File: config.mk
export PLATFORM = sky130hd
export DESIGN_NAME = auth_responder_deadline_flat
export DESIGN_NICKNAME = d
export VERILOG_FILES = /design/src/rtl/auth_defs_pkg.sv /design/src/rtl/auth_responder_deadline_if.sv /design/src/rtl/deadline_counter.sv /design/src/rtl/auth_responder_deadline.sv /design/src/flat_wrapper.sv
export SDC_FILE = /design/constraint.sdc
export NUM_CORES = 1
export LEC_CHECK = 0
export ABC_AREA = 1
export BUFFER_PORTS_ARGS = -buffer_cell sky130_fd_sc_hd__buf_2
export CORE_MARGIN = 3
export CORE_UTILIZATION = 62
export CTS_CLUSTER_DIAMETER = 150
export DETAILED_ROUTE_END_ITERATION = 6
export GPL_TIMING_DRIVEN = 0
export PLACE_DENSITY = 0.95
export SLEW_MARGIN = 15
export SYNTH_ARGS = -nofsm -noshare
export SYNTH_HDL_FRONTEND = slang
export SYNTH_SLANG_ARGS = --single-unit
File: constraint.sdc
create_clock -name clk -period 5 [get_ports clk]
set_input_delay 0.75 -clock clk [delete_from_list [all_inputs] [get_ports clk]]
set_output_delay 0.75 -clock clk [all_outputs]
set_load 0.05 [all_outputs]
File: src/rtl/auth_defs_pkg.sv
// Shared codes and FSM encoding for the authentication responder.
package auth_defs;

    typedef enum logic [1:0] {
        IDLE        = 2'd0,
        WAIT_ENGINE = 2'd1,
        SEND_RESP   = 2'd2,
        SEND_ERR    = 2'd3
    } state_e;

    localparam logic [7:0] REQ_GET_DIGESTS     = 8'h81;
    localparam logic [7:0] REQ_GET_CERTIFICATE = 8'h82;
    localparam logic [7:0] REQ_CHALLENGE       = 8'h83;
    localparam logic [7:0] RESP_ERROR          = 8'h7F;
    localparam logic [7:0] ERR_INVALID         = 8'h01;
    localparam logic [7:0] ERR_BUSY            = 8'h03;

    function automatic logic is_engine_req(input logic [7:0] code);
        return (code == REQ_GET_DIGESTS) || (code == REQ_GET_CERTIFICATE) ||
               (code == REQ_CHALLENGE);
    endfunction

endpackage

File: src/rtl/auth_responder_deadline_if.sv
// Request / engine / transmit signal bundle. tx_valid/tx_ready: a message moves on a
// cycle where both are 1; while tx_valid=1 and tx_ready=0 the payload is held stable.
interface auth_responder_deadline_if
    import auth_defs::*;
#(
    parameter int CNT_W = 32
);
    logic             req_valid;
    logic [7:0]       req_type;
    logic [CNT_W-1:0] resp_deadline;
    logic             engine_start;
    logic             engine_done;
    logic [7:0]       engine_resp_type;
    logic             engine_abort;
    logic             tx_valid;
    logic             tx_ready;
    logic [7:0]       tx_type;
    logic [7:0]       tx_err_code;
    logic             busy;
    logic [7:0]       drop_count;
    state_e           state_dbg;

    modport master (
        output req_valid, req_type, resp_deadline, engine_done, engine_resp_type, tx_ready,
        input  engine_start, engine_abort, tx_valid, tx_type, tx_err_code, busy,
        input  drop_count, state_dbg
    );

    modport slave (
        input  req_valid, req_type, resp_deadline, engine_done, engine_resp_type, tx_ready,
        output engine_start, engine_abort, tx_valid, tx_type, tx_err_code, busy,
        output drop_count, state_dbg
    );
endinterface

File: src/rtl/deadline_counter.sv
// Cycle counter with a one-bit-wider expiry compare so an all-ones limit never wraps.
module deadline_counter #(
    parameter int CNT_W = 32
) (
    input  logic             clk,
    input  logic             reset_n,
    input  logic             clear,
    input  logic             enable,
    input  logic [CNT_W-1:0] limit,
    output logic             expired
);
    logic [CNT_W-1:0] cnt_q, cnt_d;
    logic [CNT_W:0]   cnt_inc;

    always_comb begin
        cnt_inc = {1'b0, cnt_q} + {{CNT_W{1'b0}}, 1'b1};
        cnt_d   = cnt_q;
        if (clear) begin
            cnt_d = '0;
        end else if (enable) begin
            cnt_d = cnt_inc[CNT_W-1:0];
        end
        expired = enable && (cnt_inc >= {1'b0, limit});
    end

    always_ff @(posedge clk or negedge reset_n) begin
        if (!reset_n) begin
            cnt_q <= '0;
        end else begin
            cnt_q <= cnt_d;
        end
    end
endmodule

File: src/rtl/auth_responder_deadline.sv
// Authentication responder: forwards valid requests to the crypto engine and replies
// BUSY if the engine misses the sampled deadline; every output is a flop.
module auth_responder_deadline
    import auth_defs::*;
#(
    parameter int CNT_W = 32
) (
    input logic                      clk,
    input logic                      reset_n,
    auth_responder_deadline_if.slave bus
);
    state_e           state_q, state_d;
    logic [CNT_W-1:0] limit_q, limit_d;
    logic [7:0]       resp_code_q, resp_code_d;
    logic [7:0]       err_code_q, err_code_d;
    logic             engine_start_q, engine_start_d;
    logic             engine_abort_q, engine_abort_d;
    logic             tx_valid_q, tx_valid_d;
    logic [7:0]       tx_type_q, tx_type_d;
    logic [7:0]       tx_err_code_q, tx_err_code_d;
    logic             busy_q, busy_d;
    logic [7:0]       drop_count_q, drop_count_d;
    logic             ctr_clear, ctr_en, expired;

    // The engine_start cycle is not counted, which puts the first BUSY tx_valid D+1 cycles after it.
    assign ctr_en = (state_q == WAIT_ENGINE) && !engine_start_q;

    deadline_counter #(.CNT_W(CNT_W)) u_deadline (
        .clk     (clk),
        .reset_n (reset_n),
        .clear   (ctr_clear),
        .enable  (ctr_en),
        .limit   (limit_q),
        .expired (expired)
    );

    always_comb begin
        state_d        = state_q;
        limit_d        = limit_q;
        resp_code_d    = resp_code_q;
        err_code_d     = err_code_q;
        engine_start_d = 1'b0;
        engine_abort_d = 1'b0;
        ctr_clear      = 1'b0;
        drop_count_d   = drop_count_q;

        case (state_q)
            IDLE: begin
                if (bus.req_valid) begin
                    if (is_engine_req(bus.req_type)) begin
                        state_d        = WAIT_ENGINE;
                        engine_start_d = 1'b1;
                        ctr_clear      = 1'b1;
                        limit_d        = (bus.resp_deadline == '0) ? {{(CNT_W-1){1'b0}}, 1'b1}
                                                                   : bus.resp_deadline;
                    end else begin
                        state_d    = SEND_ERR;
                        err_code_d = ERR_INVALID;
                    end
                end
            end
            WAIT_ENGINE: begin
                // A response arriving on the expiry cycle still wins over BUSY.
                if (bus.engine_done) begin
                    resp_code_d = bus.engine_resp_type;
                    state_d     = SEND_RESP;
                end else if (expired) begin
                    err_code_d     = ERR_BUSY;
                    engine_abort_d = 1'b1;
                    state_d        = SEND_ERR;
                end
            end
            SEND_RESP, SEND_ERR: begin
                if (bus.tx_ready) begin
                    state_d = IDLE;
                end
            end
            default: state_d = IDLE;
        endcase

        if (bus.req_valid && (state_q != IDLE) && (drop_count_q != 8'hFF)) begin
            drop_count_d = drop_count_q + 8'd1;
        end

        tx_valid_d    = (state_d == SEND_RESP) || (state_d == SEND_ERR);
        busy_d        = (state_d != IDLE);
        tx_type_d     = 8'h00;
        tx_err_code_d = 8'h00;
        if (state_d == SEND_RESP) begin
            tx_type_d = resp_code_d;
        end else if (state_d == SEND_ERR) begin
            tx_type_d     = RESP_ERROR;
            tx_err_code_d = err_code_d;
        end
    end

    always_ff @(posedge clk or negedge reset_n) begin
        if (!reset_n) begin
            state_q        <= IDLE;
            limit_q        <= '0;
            resp_code_q    <= 8'h00;
            err_code_q     <= 8'h00;
            engine_start_q <= 1'b0;
            engine_abort_q <= 1'b0;
            tx_valid_q     <= 1'b0;
            tx_type_q      <= 8'h00;
            tx_err_code_q  <= 8'h00;
            busy_q         <= 1'b0;
            drop_count_q   <= 8'h00;
        end else begin
            state_q        <= state_d;
            limit_q        <= limit_d;
            resp_code_q    <= resp_code_d;
            err_code_q     <= err_code_d;
            engine_start_q <= engine_start_d;
            engine_abort_q <= engine_abort_d;
            tx_valid_q     <= tx_valid_d;
            tx_type_q      <= tx_type_d;
            tx_err_code_q  <= tx_err_code_d;
            busy_q         <= busy_d;
            drop_count_q   <= drop_count_d;
        end
    end

    assign bus.engine_start = engine_start_q;
    assign bus.engine_abort = engine_abort_q;
    assign bus.tx_valid     = tx_valid_q;
    assign bus.tx_type      = tx_type_q;
    assign bus.tx_err_code  = tx_err_code_q;
    assign bus.busy         = busy_q;
    assign bus.drop_count   = drop_count_q;
    assign bus.state_dbg    = state_q;
endmodule

File: src/flat_wrapper.sv
// flat-port wrapper written by rule: the top's interface ports become plain ports
module auth_responder_deadline_flat import auth_defs::*;
#(
    parameter int CNT_W = 32
)
  (clk, reset_n, bus_req_valid, bus_req_type, bus_resp_deadline, bus_engine_done, bus_engine_resp_type, bus_tx_ready, bus_engine_start, bus_engine_abort, bus_tx_valid, bus_tx_type, bus_tx_err_code, bus_busy, bus_drop_count, bus_state_dbg);
  auth_responder_deadline_if #(.CNT_W(CNT_W)) bus_i ();
  input logic clk;
  input logic reset_n;
  input wire logic [$bits(bus_i.req_valid)-1:0] bus_req_valid;
  input wire logic [$bits(bus_i.req_type)-1:0] bus_req_type;
  input wire logic [$bits(bus_i.resp_deadline)-1:0] bus_resp_deadline;
  input wire logic [$bits(bus_i.engine_done)-1:0] bus_engine_done;
  input wire logic [$bits(bus_i.engine_resp_type)-1:0] bus_engine_resp_type;
  input wire logic [$bits(bus_i.tx_ready)-1:0] bus_tx_ready;
  output wire logic [$bits(bus_i.engine_start)-1:0] bus_engine_start;
  output wire logic [$bits(bus_i.engine_abort)-1:0] bus_engine_abort;
  output wire logic [$bits(bus_i.tx_valid)-1:0] bus_tx_valid;
  output wire logic [$bits(bus_i.tx_type)-1:0] bus_tx_type;
  output wire logic [$bits(bus_i.tx_err_code)-1:0] bus_tx_err_code;
  output wire logic [$bits(bus_i.busy)-1:0] bus_busy;
  output wire logic [$bits(bus_i.drop_count)-1:0] bus_drop_count;
  output wire logic [$bits(bus_i.state_dbg)-1:0] bus_state_dbg;
  assign bus_i.req_valid = bus_req_valid;
  assign bus_i.req_type = bus_req_type;
  assign bus_i.resp_deadline = bus_resp_deadline;
  assign bus_i.engine_done = bus_engine_done;
  assign bus_i.engine_resp_type = bus_engine_resp_type;
  assign bus_i.tx_ready = bus_tx_ready;
  assign bus_engine_start = bus_i.engine_start;
  assign bus_engine_abort = bus_i.engine_abort;
  assign bus_tx_valid = bus_i.tx_valid;
  assign bus_tx_type = bus_i.tx_type;
  assign bus_tx_err_code = bus_i.tx_err_code;
  assign bus_busy = bus_i.busy;
  assign bus_drop_count = bus_i.drop_count;
  assign bus_state_dbg = bus_i.state_dbg;
  auth_responder_deadline #(.CNT_W(CNT_W)) u_core (.clk(clk), .reset_n(reset_n), .bus(bus_i));
endmodule
==> results of run 1 <==
==> layout by cell type (no fill, tap or decap), drive strengths merged, types with 2 or more instances in the layout <==
| master | count |
|---|---|
| o21a | 2 |
| nor3 | 6 |
| xnor2 | 5 |
| nand2 | 177 |
| nor2 | 74 |
| xor2 | 21 |
| nand4 | 15 |
| or2 | 4 |
| clkbuf | 21 |
| inv | 128 |
| nand3 | 42 |
| o22ai | 16 |
| clkinv | 5 |
| a21oi | 14 |
| nor4 | 15 |
| ha | 34 |
| buf | 85 |
| nand3b | 2 |
| o21ai | 56 |
| dfrtp | 110 |
==> metrics by stage <==
step / hold WS (ns) / setup slack [ns]
finish: 0.2377 / 1.050
global route: 0.2488 / 0.6309
CTS: 0.2422 / 1.178
detailed placement: 0.4344 / 1.346
global placement: 0.4300 / 1.392
floorplan: 0.4147 / 1.984
==> cell families (layout without fill, tap and decap cells) <==
| group | Yosys count | count (layout) | synth area share [%] |
|---|---|---|---|
| adder cells (fa/ha/maj) | 34 | 34 | 7.058 |
| AO/OA/AOI/OAI | 91 | 91 | 8.117 |
| AND/OR/NAND/NOR | 336 | 336 | 26.39 |
| XOR/XNOR | 26 | 26 | 3.778 |
| buffers and inverters | 140 | 239 | 8.989 |
| flip-flops | 110 | 110 | 45.67 |
==> worst paths after layout <==
kind	to	slack, ns	cells after the start
worst max-delay path	u_core.bus.tx_err_code[1]	1.05	19
max in group asynchronous	u_core.u_deadline.cnt_q[16]	4.08	2
worst max register to register	u_core.bus.tx_err_code[1]	1.05	19
min in group clk	u_core.err_code_q[0]	0.46	2
worst min register to register	u_core.err_code_q[0]	0.46	2
worst min-delay path	u_core.u_deadline.cnt_q[25]	0.24	1
==> flip-flops by register name, summed over array words and instances (netlist names) <==
signal / flops
u_core.bus.busy: 1
u_core.bus.drop_count: 8
u_core.bus.engine_abort: 1
u_core.bus.engine_start: 1
u_core.bus.state_dbg: 2
u_core.bus.tx_err_code: 8
u_core.bus.tx_type: 8
u_core.bus.tx_valid: 1
u_core.err_code_q: 8
u_core.limit_q: 32
u_core.resp_code_q: 8
u_core.u_deadline.cnt_q: 32
==> metal layers <==
metal / GRT usage [%] / vias up / part of all wire [%]
met2: 44.42 / 243 / 48
li1: - / 2554 / -
met1: 36.12 / 2531 / 41
met4: 10.40 / 0 / 3.7
met5: 0 / - / 0
met3: 6.362 / 60 / 7.5
==> layout make-up <==
class                      instances  share of cell area, %
timing repair buffer              83                  6.502
sequential                       110                  40.29
buffer                            14                  1.007
multi-input combinational        487                  40.00
inverter                         126                  6.923
tap                              129                  2.363
clock inverter                     7                  1.099
clock buffer                       9                  1.813
==> power groups by stage <==
stage                     clock network (mW)  registers (mW)  logic (mW)
after floorplan                            0            1.60       0.820
after CTS                              0.543            1.37        1.43
final                                  0.541            1.38        1.44
after global placement                     0            1.37        1.34
after global routing                   0.581            1.41        1.60
after detailed placement                   0            1.38        1.41
==> Yosys cell counts, types with 2 or more instances <==
| cell type | number |
|---|---|
| a21oi_1 | 14 |
| clkbuf_1 | 12 |
| dfrtp_1 | 110 |
| ha_1 | 34 |
| inv_1 | 124 |
| nand2_1 | 170 |
| nand2_2 | 5 |
| nand2_4 | 2 |
| nand3_1 | 37 |
| nand3_2 | 3 |
| nand3_4 | 2 |
| nand3b_1 | 2 |
| nand4_1 | 15 |
| nor2_1 | 58 |
| nor2_2 | 3 |
| nor2_4 | 13 |
| nor3_1 | 6 |
| nor4_1 | 15 |
| o21a_1 | 2 |
| o21ai_0 | 56 |
| o22ai_1 | 16 |
| or2_2 | 4 |
| xnor2_1 | 5 |
| xor2_1 | 21 |
==> impl_metrics.toml, run 1 <==
[final_layout]
area_delta_synth_final_pct = 13.35
final_nets = 918
postLayoutCoreUtil_pct = 73.24
multiInputGateArea_sq_mm = 0.002733
stdcell_count = 965
layout-drive-gt1-share_pct = 16.03
ff_latch_area_sq_mm = 0.002753
filler_cell_count = 655
n_antenna_cell = 0
design_area_sq_mm = 0.006832

[synth]
async_flop_share_pct = 100.0
synth_edf_count = 0
ys_seq_area_share_pct = 45.67
synth_top_area_share_pct = 45.67
synth_area_leaders = "dfrtp_1, nand2_1, inv_1"
ys_ff_latch = 110
synth_cells = 737
ys_types = 32
synth_ff_type = "dfrtp_1"
yosysTopAreaCell = "dfrtp_1"
avgSynthCellArea_sq_um = 8.178
syn_nets = 824
yosysWarnings = 0
syn_area_sq_mm = 0.006027

[setup_path]
rr_startpoint = "u_core.u_deadline.cnt_q[0]"
crit_type = "reg -> reg"
crit_path_start_kind = "flip-flop"
arrival_ns = 4.27
crit_fanout = 9
slowest_delay_ns = 0.48
worstPathRequired_ns = 5.32
cpMostUsedCell = "nand2_1"
worstSetupStartpoint = "u_core.u_deadline.cnt_q[0]"
critPathTopFamily = "simple AND/OR/NAND/NOR gates"
critPathBufInv = 2
path_cells = "ha_1 -> nand2_2 -> nor3_1 -> nand3_1 -> nor4_1 -> nand2_1 -> nand2_1 -> inv_1 -> ha_1 -> nand2_1 -> nor4_1 -> nand2_1 -> nor2_1 -> nand2_1 -> nand2_2 -> nand3_2 -> nand2_1 -> inv_1 -> nor2_1"
cpMaxStageDelayCell = "dfrtp_1"
endpoint_kind = "flip-flop"

[drt]
drt_iter0_markers = 468
ant_nets = 0
drc_errors = 1
drt-pass1-iter-count = 7
avgViaCountPerCell = 5.583
wirelength_mm = 14.46
vias = 5388
wl_per_cell_um = 14.98

[global_routing]
grt_overflow = 0
grt_usage_pct = 27.42
antenna_found_initial = 0
grt_pass1_wl_mm = 24.46
grt_pass1_vias = 5318
grt_max_degree = 76

[die]
die_area_sq_mm = 0.01094
io_pins = 83
chipWidth_um = 104.6
core_sq_mm = 0.009328
start_util_pct = 64.61
num_rows = 35
dieHeight_um = 104.6

[clock_tree]
path_clk_slew_ns = 0.12
h-tree-depth = 3
cts_tree = "built"
postCtsSetupBuffers = 0
clockRootBuffer = "clkbuf_8"
cts_hold_buf = 0
clk_path_buf_depth = 2
cts_sinks = 110
clkLatencyLatePin_ns = 0.39
cts_resized = 0
numCtsBuffers = 9

[power_and_ir_drop]
combPwrFrac_pct = 42.8
p_leak_nw = 3.676
ir_worst_vdd_mv = 0.5004
power_mw = 3.354
intPower_mw = 1.798
swShare_pct = 46.38
clock_power_share_pct = 16.1
p_seq_share_pct = 41.0
p_sw_mw = 1.555
power.density_mw_per_mm2 = 490.9

[timing]
final.min_clock_period_ns = 3.950
rsz0062_at_grt = "false"
setup_viol = 0
hold_viol = 0
timing.setup.tns_ns = 0
relSlewSlack_pct = 56.03
slew_violations = 0
clock_skew_ns = 0.01928
max_freq_ghz = 0.2532
worstMarginPinSlew_ns = 0.6595
min_period_over_period_pct = 79.00

[placed_design]
io_buffers = 82
place.gp.congestion = 0.9425
place_area_sq_mm = 0.006633
dp_hpwl_mm = 10.73
dp.cells = 949

[flow_run]
maxCapViolCount = 0

[hold_path]
hold_path.class = "in -> async"

[status]
violations = "DRC"
status = "finished, violations left"
No activity file was read; power rests on OpenSTA's default activity.
==> run 2, diff against run 1 <==
--- a/config.mk
+++ b/config.mk
@@ -8,11 +8,11 @@
 export ABC_AREA = 1
 export BUFFER_PORTS_ARGS = -buffer_cell sky130_fd_sc_hd__buf_2
 export CORE_MARGIN = 3
-export CORE_UTILIZATION = 62
+export CORE_UTILIZATION = 58
 export CTS_CLUSTER_DIAMETER = 150
 export DETAILED_ROUTE_END_ITERATION = 6
 export GPL_TIMING_DRIVEN = 0
-export PLACE_DENSITY = 0.95
+export PLACE_DENSITY = 0.91
 export SLEW_MARGIN = 15
 export SYNTH_ARGS = -nofsm -noshare
 export SYNTH_HDL_FRONTEND = slang
==> constraint.sdc (replaced) <==
create_clock -name clk -period 4.13 [get_ports clk]
set_input_delay 0.6195 -clock clk [delete_from_list [all_inputs] [get_ports clk]]
set_output_delay 0.6195 -clock clk [all_outputs]
set_load 0.05 [all_outputs]
==> run 2 against run 1 <==
Effect of this change:
- the flow now finishes without violations
- critical path depth up 4
- fmax grew 2.9%
- core utilization decreased by 4.6 points
- non-clock buffer count did not move
- clock power is 22% higher
- count of clock-buffer cells in the layout did not move
- first-iteration DRC count shrank 0.64%
- cell count grew 0.31%
- sequential share of layout area about the same
- sequential cell count unchanged
==> impl_metrics.toml, run 2 (synthesis gave the netlist of run 1 again) <==
[timing]
setup_slack_ns = 0.2903
slew_violations = 0
hold_viol = 0
min_period_over_period_pct = 92.97
max_freq_ghz = 0.2604
setup_viol = 0
rsz0062_at_grt = "false"
clock_skew_ns = 0.006737
final.min_clock_period_ns = 3.840
timing.setup.tns_ns = 0
worstMarginPinSlew_ns = 0.6368
relSlewSlack_pct = 57.10

[placed_design]
dp_hpwl_mm = 10.88
place.gp.congestion = 0.9331
io_buffers = 82
pre_cts_slack_ns = 0.4272
dp.cells = 953

[final_layout]
multiInputGateArea_sq_mm = 0.002733
stdcell_count = 968
area_delta_synth_final_pct = 13.37
layout_common_cells = "nand2_1, inv_1, dfrtp_1, buf_2, nor2_1"
reg_top3 = "u_core.limit_q x32, u_core.u_deadline.cnt_q x32"
layout_commonest_cell = "nand2_1"
n_antenna_cell = 0
layout-drive-gt1-share_pct = 15.93
final_nets = 918
filler_cell_count = 756
ff_latch_area_sq_mm = 0.002753

[drt]
wirelength_mm = 14.37
avgViaCountPerCell = 5.497
drc_errors = 0
wl_per_cell_um = 14.84
vias = 5321
ant_nets = 0
drt-pass1-iter-count = 5
drt_iter0_markers = 465

[setup_path]
worst_r2r_path_depth = 23
endpoint_kind = "flip-flop"
crit_path_start_kind = "flip-flop"
crit_fanout = 10
worstPathRequired_ns = 4.39
arrival_ns = 4.10
crit_type = "reg -> reg"
rr_startpoint = "u_core.u_deadline.cnt_q[0]"
regToRegSetupSlack_ns = 0.29
r2r-end = "u_core.bus.busy"

[die]
start_util_pct = 60.55
num_rows = 36
io_pins = 83
dieHeight_um = 107.9
core_sq_mm = 0.009955
die_area_sq_mm = 0.01165
chipWidth_um = 107.9

[clock_tree]
numCtsBuffers = 9
clk_path_buf_depth = 2
cts_tree = "built"
postCtsSetupBuffers = 0
path_clk_slew_ns = 0.10
cts_resized = 0
cts_sinks = 110
cts_hold_buf = 0
clkLatencyLatePin_ns = 0.37
clockRootBuffer = "clkbuf_8"
h-tree-depth = 3

[global_routing]
grt_max_degree = 84
antenna_found_initial = 0
grt_pass1_wl_mm = 24.00
grt_usage_pct = 26.15
grt_overflow = 0
grt.busiest_layer = "met2"
met3_usage_pct = 3.582
grt_pass1_vias = 5159
use_met2_pct = 42.54
use_met1_pct = 35.51

[status]
status = "completed"

[power_and_ir_drop]
power.density_mw_per_mm2 = 599.2
ir_worst_vdd_mv = 0.5183
p_leak_nw = 3.672

[hold_path]
hold_path.class = "in -> async"

[flow_run]
maxCapViolCount = 0
run 2: cell count changes in the layout (fill, tap and decap cells not counted):
cell and delta:
bufinv_16 +1, inv_6 -1, clkinvlp_4 +1, clkinv_8 -2
run 2: worst max-delay path: stages, from the launching register on:
cell     delay (ns)
dfrtp_1        0.49
ha_1           0.25
nand2_2        0.09
nor3_1         0.40
nand3_1        0.23
nor4_1         0.33
nand2_1        0.12
nand2_1        0.14
inv_1          0.06
ha_1           0.29
nand2_1        0.08
nand2_1        0.05
a21o_1         0.15
a21oi_1        0.12
nand2_1        0.08
nor2_1         0.14
nand2_1        0.07
inv_1          0.08
nand2_2        0.09
nand2_2        0.09
nand2_4        0.07
nand2_4        0.09
buf_12         0.16
nand2_1        0.06
run 2: final cells by class:
type / count / area share, %
timing repair buffer: 83 / 6.501
inverter: 126 / 6.922
tap: 133 / 2.435
clock inverter: 6 / 1.044
sequential: 110 / 40.29
buffer: 14 / 1.007
clock buffer: 9 / 1.813
multi-input combinational: 487 / 39.99
run 2: report_power, final:
group	internal [mW]	leakage [nW]	switching, mW
combinational	0.539	2.26	1.24
clock	0.284	0.0976	0.374
sequential	1.40	1.32	0.262
total	2.22	3.67	1.87
run 2: worst max path at each step:
stage                     cells past startpoint  slack, ns                       start              end
after detailed placement                     23       0.43  u_core.u_deadline.cnt_q[0]  u_core.bus.busy
after CTS                                    23       0.37  u_core.u_deadline.cnt_q[0]  u_core.bus.busy
after floorplan                              23       1.11  u_core.u_deadline.cnt_q[0]  u_core.bus.busy
after global placement                       23       0.57  u_core.u_deadline.cnt_q[0]  u_core.bus.busy
after global routing                         23       0.02  u_core.u_deadline.cnt_q[0]  u_core.bus.busy
final                                        23       0.29  u_core.u_deadline.cnt_q[0]  u_core.bus.busy
run 2: per-layer routing:
metal | part of all wire, % | vias up
met4 | 2.5 | 0
met5 | 0 | -
met2 | 49 | 213
li1 | - | 2549
met1 | 43 | 2527
met3 | 6.1 | 32
run 2: per-stage QoR:
stage	util [%]	area [sq um]	hold WS (ns)	power [mW]
global route	68.64	6833	0.1006	4.366
global placement	66.34	6604	0.4256	3.321
CTS	68.64	6833	0.09397	4.080
finish	68.64	6833	0.08983	4.094
floorplan	-	6027	0.3239	2.925
detailed placement	66.68	6638	0.4413	3.412
